## src/rtl/mux2_rr_arbiter_if.sv

```systemverilog
// Handshake and data bundle between two requesters and the shared 2:1 mux arbiter.
// The master modport is the requester side; the slave modport is the arbiter.
interface mux2_rr_arbiter_if #(
    parameter int DATA_W = 8
);
    logic              req_a;
    logic              req_b;
    logic [DATA_W-1:0] data_a;
    logic [DATA_W-1:0] data_b;
    logic              gnt_a;
    logic              gnt_b;
    logic              sel;
    logic [DATA_W-1:0] out_data;
    logic              out_valid;
    logic              busy;

    modport master (
        output req_a, req_b, data_a, data_b,
        input  gnt_a, gnt_b, sel, out_data, out_valid, busy
    );

    modport slave (
        input  req_a, req_b, data_a, data_b,
        output gnt_a, gnt_b, sel, out_data, out_valid, busy
    );
endinterface

```

## src/rtl/mux2_rr_arbiter.sv

```systemverilog
// Two-requester arbiter for a shared 2:1 mux: round-robin ties, burst limit while the other side waits.
// Define ARB_FIXED_PRIO_EN for A-priority ties and no burst limit on A ownership.
module mux2_rr_arbiter #(
    parameter int DATA_W    = 8,
    parameter int MAX_BURST = 4
) (
    input  logic                  clk,
    input  logic                  reset,
    mux2_rr_arbiter_if.slave      bus
);
    localparam logic [1:0] IDLE  = 2'd0;
    localparam logic [1:0] OWN_A = 2'd1;
    localparam logic [1:0] OWN_B = 2'd2;

    localparam logic [7:0] BURST_LAST = 8'(MAX_BURST - 1);

    logic [1:0]        state_q, state_d;
    logic [7:0]        burst_cnt_q, burst_cnt_d;
    logic              last_owner_q, last_owner_d;   // 0 = A, 1 = B
    logic              gnt_a_q, gnt_a_d;
    logic              gnt_b_q, gnt_b_d;
    logic              sel_q, sel_d;
    logic              a_limit_hit;
    logic              b_limit_hit;
    logic [DATA_W-1:0] mux_out;

`ifdef ARB_FIXED_PRIO_EN
    assign a_limit_hit = 1'b0;
`else
    assign a_limit_hit = (burst_cnt_q >= BURST_LAST);
`endif
    assign b_limit_hit = (burst_cnt_q >= BURST_LAST);

    always_comb begin
        state_d      = state_q;
        burst_cnt_d  = '0;
        last_owner_d = last_owner_q;

        case (state_q)
            IDLE: begin
                if (bus.req_a && bus.req_b) begin
`ifdef ARB_FIXED_PRIO_EN
                    state_d = OWN_A;
`else
                    state_d = last_owner_q ? OWN_A : OWN_B;
`endif
                end else if (bus.req_a) begin
                    state_d = OWN_A;
                end else if (bus.req_b) begin
                    state_d = OWN_B;
                end
            end
            OWN_A: begin
                if (bus.req_a) begin
                    if (bus.req_b && a_limit_hit) state_d = OWN_B;
                end else if (bus.req_b) begin
                    state_d = OWN_B;
                end else begin
                    state_d = IDLE;
                end
                // Counter only runs while staying put with B waiting; any entry clears it.
                if (state_d == OWN_A && bus.req_b) burst_cnt_d = burst_cnt_q + 8'd1;
            end
            OWN_B: begin
                if (bus.req_b) begin
                    if (bus.req_a && b_limit_hit) state_d = OWN_A;
                end else if (bus.req_a) begin
                    state_d = OWN_A;
                end else begin
                    state_d = IDLE;
                end
                if (state_d == OWN_B && bus.req_a) burst_cnt_d = burst_cnt_q + 8'd1;
            end
            default: state_d = IDLE;
        endcase

        if (state_d == OWN_A) last_owner_d = 1'b0;
        if (state_d == OWN_B) last_owner_d = 1'b1;
    end

    always_comb begin
        gnt_a_d = (state_d == OWN_A);
        gnt_b_d = (state_d == OWN_B);
        sel_d   = sel_q;
        if (state_d == OWN_A) sel_d = 1'b0;
        if (state_d == OWN_B) sel_d = 1'b1;
    end

    always_ff @(posedge clk) begin
        if (reset) begin
            state_q      <= IDLE;
            burst_cnt_q  <= '0;
            last_owner_q <= 1'b1;
            gnt_a_q      <= 1'b0;
            gnt_b_q      <= 1'b0;
            sel_q        <= 1'b0;
        end else begin
            state_q      <= state_d;
            burst_cnt_q  <= burst_cnt_d;
            last_owner_q <= last_owner_d;
            gnt_a_q      <= gnt_a_d;
            gnt_b_q      <= gnt_b_d;
            sel_q        <= sel_d;
        end
    end

    always_comb begin
        mux_out = sel_q ? bus.data_b : bus.data_a;
    end

    assign bus.gnt_a     = gnt_a_q;
    assign bus.gnt_b     = gnt_b_q;
    assign bus.sel       = sel_q;
    assign bus.out_data  = mux_out;
    assign bus.out_valid = gnt_a_q | gnt_b_q;
    assign bus.busy      = (state_q != IDLE);
endmodule
```

## src/flat_wrapper.sv

```systemverilog
// flat-port wrapper written by rule: the top's interface ports become plain ports
module mux2_rr_arbiter_flat 
#(
    parameter int DATA_W    = 8,
    parameter int MAX_BURST = 4
)
  (clk, reset, bus_req_a, bus_req_b, bus_data_a, bus_data_b, bus_gnt_a, bus_gnt_b, bus_sel, bus_out_data, bus_out_valid, bus_busy);
  mux2_rr_arbiter_if #(.DATA_W(DATA_W)) bus_i ();
  input  logic clk;
  input  logic reset;
  input wire logic [$bits(bus_i.req_a)-1:0] bus_req_a;
  input wire logic [$bits(bus_i.req_b)-1:0] bus_req_b;
  input wire logic [$bits(bus_i.data_a)-1:0] bus_data_a;
  input wire logic [$bits(bus_i.data_b)-1:0] bus_data_b;
  output wire logic [$bits(bus_i.gnt_a)-1:0] bus_gnt_a;
  output wire logic [$bits(bus_i.gnt_b)-1:0] bus_gnt_b;
  output wire logic [$bits(bus_i.sel)-1:0] bus_sel;
  output wire logic [$bits(bus_i.out_data)-1:0] bus_out_data;
  output wire logic [$bits(bus_i.out_valid)-1:0] bus_out_valid;
  output wire logic [$bits(bus_i.busy)-1:0] bus_busy;
  assign bus_i.req_a = bus_req_a;
  assign bus_i.req_b = bus_req_b;
  assign bus_i.data_a = bus_data_a;
  assign bus_i.data_b = bus_data_b;
  assign bus_gnt_a = bus_i.gnt_a;
  assign bus_gnt_b = bus_i.gnt_b;
  assign bus_sel = bus_i.sel;
  assign bus_out_data = bus_i.out_data;
  assign bus_out_valid = bus_i.out_valid;
  assign bus_busy = bus_i.busy;
  mux2_rr_arbiter #(.DATA_W(DATA_W), .MAX_BURST(MAX_BURST)) u_core (.clk(clk), .reset(reset), .bus(bus_i));
endmodule
```

## config.mk

```make
export PLATFORM = sky130hd
export DESIGN_NAME = mux2_rr_arbiter_flat
export DESIGN_NICKNAME = d
export VERILOG_FILES = /design/src/rtl/mux2_rr_arbiter_if.sv /design/src/rtl/mux2_rr_arbiter.sv /design/src/flat_wrapper.sv
export SDC_FILE = /design/constraint.sdc
export NUM_CORES = 1
export LEC_CHECK = 0
export ABC_CLOCK_PERIOD_IN_PS = 5390
export BUFFER_PORTS_ARGS = -buffer_cell sky130_fd_sc_hd__buf_2
export CAP_MARGIN = 20
export CELL_PAD_IN_SITES_DETAIL_PLACEMENT = 2
export CELL_PAD_IN_SITES_GLOBAL_PLACEMENT = 2
export CORE_ASPECT_RATIO = 1.75
export CORE_UTILIZATION = 28
export DETAILED_ROUTE_END_ITERATION = 16
export PLACE_DENSITY_LB_ADDON = 0.1
export SLEW_MARGIN = 10
export SYNTH_ARGS = -nofsm -noshare
export SYNTH_HDL_FRONTEND = slang
export SYNTH_SLANG_ARGS = --single-unit
```

## constraint.sdc

```tcl
create_clock -name clk -period 5.39 [get_ports clk]
set_input_delay 0 -clock clk [delete_from_list [all_inputs] [get_ports clk]]
set_output_delay 0 -clock clk [all_outputs]
set_load 0.005 [all_outputs]
```

==> results.py, run 1 <==
metrics = {
    "yosys": {
        "ys_ff_latch": 14,
        "syn_inst": 80,
        "synth_area_per_cell_um2": 9.838,
        "syn-cell-area_um2": 787.0,
        "yosysWarnings": 0,
        "ys_seq_area_share_pct": 35.61,
        "ys_types": 32,
    },
    "placed_design": {
        "port-buffer-count": 32,
        "hpwl_um": 1928,
        "gp_congestion": 0.9006,
    },
    "cts": {
        "numCtsBuffers": 3,
        "insertion_delay_ps": 240,
        "post_cts_buffers": 0,
        "clkTransAtPathRegs_ps": 60,
        "cts_root_buf": "clkbuf_8",
        "cts_tree": "done",
        "cts_max_path_buffers": 2,
        "htreeDepth": 1,
        "ctsHoldBuffers": 0,
        "cts.sinks": 14,
        "postCtsResizedCells": 0,
    },
    "sta": {
        "timing.hold.ws_ps": 20.25,
        "clock.fmax_mhz": 459.7,
        "final-setup-viol-count": 0,
        "clock_skew_ps": 0.8233,
        "final_max_slew_viol_count": 0,
        "fin_crit_sh_pct": 40.36,
        "fin_setup_tns_ps": 0,
        "hold_viol": 0,
        "min_period_ps": 2175,
        "grt_setup_unrepaired": "no",
    },
    "finish": {
        "final_cell_mix": "buf_2 (32), dfxtp_1 (14), mux2_2 (8), ha_1 (8)",
        "layout_commonest_cell": "buf_2",
        "areaGrowthSynthToFinish_pct": 33.55,
        "nNetsFinal": 149,
        "fill_cells": 322,
        "postLayoutCoreUtil_pct": 39.07,
        "antenna_cells": 0,
        "drive_gt1_share_pct": 44.17,
        "multiInputGateArea_um2": 499.2,
        "seqCellArea_um2": 280.3,
    },
    "power": {
        "p_leak_nw": 0.5133,
        "ir_drop_mv": 0.1666,
        "power_density_mw_per_mm2": 380.7,
    },
    "min_path": {
        "hold_end": "u_core.state_q[0]",
        "min-delay-start": "reset",
        "min_path_type": "in2reg",
        "min_path_cells": 2,
    },
    "global_route": {
        "grt_pass1_wl_um": 3822,
        "grt_max_degree": 11,
        "gr-total-overflow": 0,
        "antenna_found_initial": 0,
        "grtUsageTotal_pct": 16.73,
        "grt_pass1_vias": 829,
    },
    "floorplanning": {
        "die-area_mm2": 0.003035,
        "initial_utilization_pct": 29.26,
        "io_pins": 33,
        "die_h_um": 72.14,
        "num_rows": 25,
        "coreArea_mm2": 0.002690,
        "die_x_um": 42.08,
    },
    "critical_path": {
        "path_cells": "inv_1 -> ha_1 -> a21oi_1 -> a2bb2oi_1 -> o211a_1 -> a21oi_1 -> ha_1 -> mux2i_1 -> nor2_1",
        "critical_path_arrival_ps": 2310,
        "endpoint_kind": "register",
        "startpoint_type": "register",
        "r2r_end": "u_core.bus.sel",
        "critPathMaxFanout": 7,
        "path_class": "reg2reg",
        "cp_data_required_time_ps": 5530,
        "rrSetupSlack_ps": 3210,
        "cp_slowest_cell": "dfxtp_1",
        "r2r-start": "u_core.state_q[0]",
        "r2r_cells": 9,
        "max_stage_delay_ps": 440,
    },
    "route": {
        "drc": 0,
        "routed-via-count": 737,
        "post_drt_wl_per_cell_um": 15.24,
        "drt_iter0_drc": 5,
        "top_layer": "met4",
        "met2WireLength_um": 1358,
        "wl_met3_um": 84,
        "drt_first_pass_iters": 2,
        "wl_met1_um": 694,
        "wl_um": 2241,
        "viasPerCell": 5.014,
        "ant_nets": 0,
    },
    "job": {
        "maxCapViolCount": 0,
    },
    "run_status": {
        "outcome": "finished, final reports clean",
    },
}
==> layout make-up <==
type                    count  share of cell area, %
inverters                   6                  2.143
repair buffers             32                  15.24
well taps                  27                  3.214
flip-flops and latches     14                  26.67
clock buffers               4                  5.238
multi-input cells          64                  47.50
==> registers in the layout, summed over array words and instances, names as in the netlist <==
| name | flops |
|---|---|
| u_core.burst_cnt_q | 8 |
| u_core.bus.gnt_a | 1 |
| u_core.bus.gnt_b | 1 |
| u_core.bus.sel | 1 |
| u_core.last_owner_q | 1 |
| u_core.state_q | 2 |
==> report_power, final <==
part	leakage, nW	total [mW]	switching (mW)	internal [mW]
combinational	0.368	0.161	0.0770	0.0840
clock	0.0288	0.101	0.0360	0.0646
sequential	0.116	0.138	0.0193	0.119
total	0.513	0.400	0.132	0.268
==> critical path: cells and delay by family, from the launching register on <==
kind | cells | cell delay [ps]
multiplexers | 1 | 180
flip-flops | 1 | 440
adder cells (fa/ha/maj) | 2 | 590
buffers and inverters | 1 | 130
AND/OR/NAND/NOR | 1 | 50
AO/OA/AOI/OAI | 4 | 660
==> cells in the mapped netlist, drive strengths merged <==
cell / n / share of area (%)
dfxtp: 14 / 36
ha: 8 / 13
mux2: 8 / 11
inv: 6 / 2.9
nor2: 6 / 2.9
o21ai: 4 / 3.5
a21oi: 3 / 1.9
nand2: 3 / 1.4
nand3: 3 / 1.9
a211oi: 2 / 3.2
a21o: 2 / 2.1
and2: 2 / 1.7
and3: 2 / 2.2
nand4: 2 / 1.6
nor2b: 2 / 1.6
a21boi: 1 / 0.95
a2bb2oi: 1 / 1.1
a31oi: 1 / 0.80
clkbuf: 1 / 0.48
conb: 1 / 0.48
mux2i: 1 / 1.3
nor3: 1 / 0.64
nor4: 1 / 2.7
nor4b: 1 / 1.1
o211a: 1 / 1.3
o21a: 1 / 0.95
o22ai: 1 / 0.80
or2: 1 / 0.80
==> metrics by stage <==
step | area (um^2) | cells | setup slack (ps) | power [mW]
floorplan | 805.8 | 85 | 3513 | 0.2416
global placement | 996.0 | 143 | 3255 | 0.2963
detailed placement | 996.0 | 143 | 3204 | 0.3012
CTS | 1051 | 147 | 3167 | 0.4090
global route | 1051 | 147 | 3016 | 0.4308
finish | 1051 | 147 | 3215 | 0.4001
==> logic make-up after synthesis <==
group,Yosys count,synth area share (%)
AO/OA/AOI/OAI,17,16.54
adder cells (fa/ha/maj),8,12.72
buffers and inverters,7,3.338
flip-flops,14,35.61
multiplexers,9,12.72
other,1,0.4765
AND/OR/NAND/NOR,24,18.60
==> worst max path at each step <==
| stage | startpoint | to | slack [ps] | cells past startpoint |
|---|---|---|---|---|
| final | u_core.state_q[0] | u_core.bus.sel | 3210 | 9 |
| after global routing | u_core.state_q[1] | u_core.bus.sel | 3020 | 9 |
| after global placement | u_core.state_q[0] | u_core.bus.sel | 3250 | 9 |
| after CTS | u_core.state_q[1] | u_core.bus.sel | 3170 | 9 |
| after detailed placement | u_core.state_q[0] | u_core.bus.sel | 3200 | 9 |
| after floorplan | u_core.state_q[0] | u_core.bus.sel | 3510 | 9 |
==> layer usage <==
metal  up-vias  track usage (%)
li1        354                -
met1       350            13.78
met2        25            35.42
met3         8            1.990
met4         0            9.722
met5         -                0
Note: power is estimated with default switching activity, not from simulation.
==> run 2: changes to the inputs <==
- ABC_CLOCK_PERIOD_IN_PS: 5390 -> 1750
- CORE_UTILIZATION: 28 -> 24
- clock period: 5.39 -> 1.75 ns (I/O delays scaled with it)
==> results.py, run 2 (synthesis results as in run 1) <==
metrics = {
    "finish": {
        "reg_top3": "u_core.burst_cnt_q (8), u_core.state_q (2)",
        "antenna_cells": 0,
        "final_area_mm2": 0.001324,
        "largest_register_ffs": 8,
        "drive_gt1_share_pct": 64.44,
        "seqCellArea_um2": 291.5,
        "multiInputGateArea_um2": 614.3,
        "fill_cells": 368,
        "regMostFlops": "u_core.burst_cnt_q",
        "final_cell_mix": "buf_2 (32), buf_4 (12), dfxtp_1 (9)",
        "layout_commonest_cell": "buf_2",
        "postLayoutCoreUtil_pct": 42.13,
        "areaGrowthSynthToFinish_pct": 68.20,
        "nNetsFinal": 164,
    },
    "route": {
        "viasPerCell": 4.494,
        "routed-via-count": 800,
        "drc": 0,
        "wl_um": 2588,
        "ant_nets": 0,
        "drt_iter0_drc": 9,
        "post_drt_wl_per_cell_um": 14.54,
        "drt_first_pass_iters": 4,
    },
    "placed_design": {
        "gp_congestion": 0.7446,
        "port-buffer-count": 32,
        "place_area_mm2": 0.001152,
        "hpwl_um": 1897,
        "place_ws_ps": -176.8,
    },
    "critical_path": {
        "r2r_cells": 9,
        "crit_start": "u_core.state_q[1]",
        "critical_path_arrival_ps": 2030,
        "rrSetupSlack_ps": -130,
        "max_stage_delay_ps": 370,
        "startpoint_type": "register",
        "path_cells": "inv_4 -> ha_4 -> and3_4 -> nand3_1 -> and3_4 -> a21o_4 -> ha_4 -> mux2i_1 -> nor2_1",
        "cp_data_required_time_ps": 1900,
        "endpoint_kind": "register",
        "critPathMaxFanout": 4,
        "r2r-start": "u_core.state_q[1]",
        "cp_num_buf_inv": 1,
        "r2r_end": "u_core.bus.sel",
        "path_class": "reg2reg",
        "cp_slowest_cell": "dfxtp_4",
        "cpLargestDelayFamily": "simple AND/OR/NAND/NOR gates",
    },
    "cts": {
        "cts_root_buf": "clkbuf_8",
        "clkTransAtPathRegs_ps": 60,
        "cts_max_path_buffers": 2,
        "insertion_delay_ps": 250,
        "cts_tree": "done",
        "htreeDepth": 1,
        "numCtsBuffers": 3,
        "cts.sinks": 14,
    },
    "min_path": {
        "min_path_type": "in2reg",
        "min-delay-start": "bus_req_a",
        "min_path_cells": 3,
        "hold_end": "u_core.burst_cnt_q[1]",
    },
    "sta": {
        "fin_crit_sh_pct": 107.3,
        "final-setup-viol-count": 2,
        "clock_skew_ps": 5.325,
        "grt_setup_unrepaired": "yes",
        "clock.fmax_mhz": 532.3,
        "hold_viol": 0,
        "fin_setup_tns_ps": -155.7,
        "min_period_ps": 1878,
        "fin_ws_ps": -128.5,
        "final_max_slew_viol_count": 0,
    },
    "power": {
        "power_density_mw_per_mm2": 1135,
        "p_leak_nw": 0.5903,
        "ir_drop_mv": 0.4346,
    },
    "global_route": {
        "met2_usage_pct": 33.48,
        "gr-total-overflow": 0,
        "grt-busiest-layer": "met2",
        "grt_max_degree": 11,
        "use_met1_pct": 15.29,
        "antenna_found_initial": 0,
        "grt_pass1_wl_um": 4188,
        "grtUsageTotal_pct": 17.14,
        "grt.met3_usage_pct": 3.023,
        "grt_pass1_vias": 881,
    },
    "floorplanning": {
        "initial_utilization_pct": 25.05,
        "die_h_um": 77.75,
        "num_rows": 27,
        "die_x_um": 45.29,
        "io_pins": 33,
        "coreArea_mm2": 0.003142,
        "die-area_mm2": 0.003521,
    },
    "run_status": {
        "violations": "negative setup slack",
        "outcome": "complete, but fails checks",
    },
    "job": {
        "maxCapViolCount": 0,
    },
}
run 2: what timing repair did:
item | CTS | global route
pin swaps | 7 | 4
setup buffers | 1 | 1
endpoints found under the hold margin | 2 | 0
endpoints found under the setup margin | 4 | 4
gates resized for setup | 15 | 3
hold buffers | 2 | 0
run 2: area by class of cell:
type / count / area share [%]
tap: 43 / 4.064
sequential: 14 / 22.02
timing repair buffer: 47 / 21.27
inverter: 6 / 2.079
clock buffer: 4 / 4.159
multi-input combinational: 64 / 46.41
run 2: power by group:
group          internal (mW)  total (mW)  switching (mW)  leakage, nW
clock                  0.200       0.320           0.121       0.0288
combinational          0.430       0.745           0.315        0.443
sequential             0.374       0.437          0.0633        0.118
run 2: layer usage:
| layer | vias up | part of all wire (%) |
|---|---|---|
| li1 | 387 | - |
| met1 | 377 | 32 |
| met2 | 31 | 61 |
| met3 | 5 | 4.7 |
| met4 | 0 | 2.3 |
| met5 | - | 0 |
run 2: tightest hold or removal path: stages:
cell     delay [ps]
buf_2           150
nand4_1         120
nor2_1           50
run 2: worst max-delay path by stage:
stage	slack, ps	cells after the start	end
after floorplan	-4	9	u_core.bus.sel
after global placement	-140	8	u_core.bus.sel
after detailed placement	-180	8	u_core.bus.sel
after CTS	-100	9	u_core.bus.sel
after global routing	-220	7	u_core.bus.sel
final	-130	9	u_core.bus.sel
run 2: stage by stage:
step,hold slack (ps),std cells,total power [mW]
after global routing,113.2,178,1.607
final,105.7,178,1.502
after floorplan,55.42,85,0.8045
after global placement,263.5,170,1.068
after CTS,91.49,177,1.511
after detailed placement,265.8,170,1.090
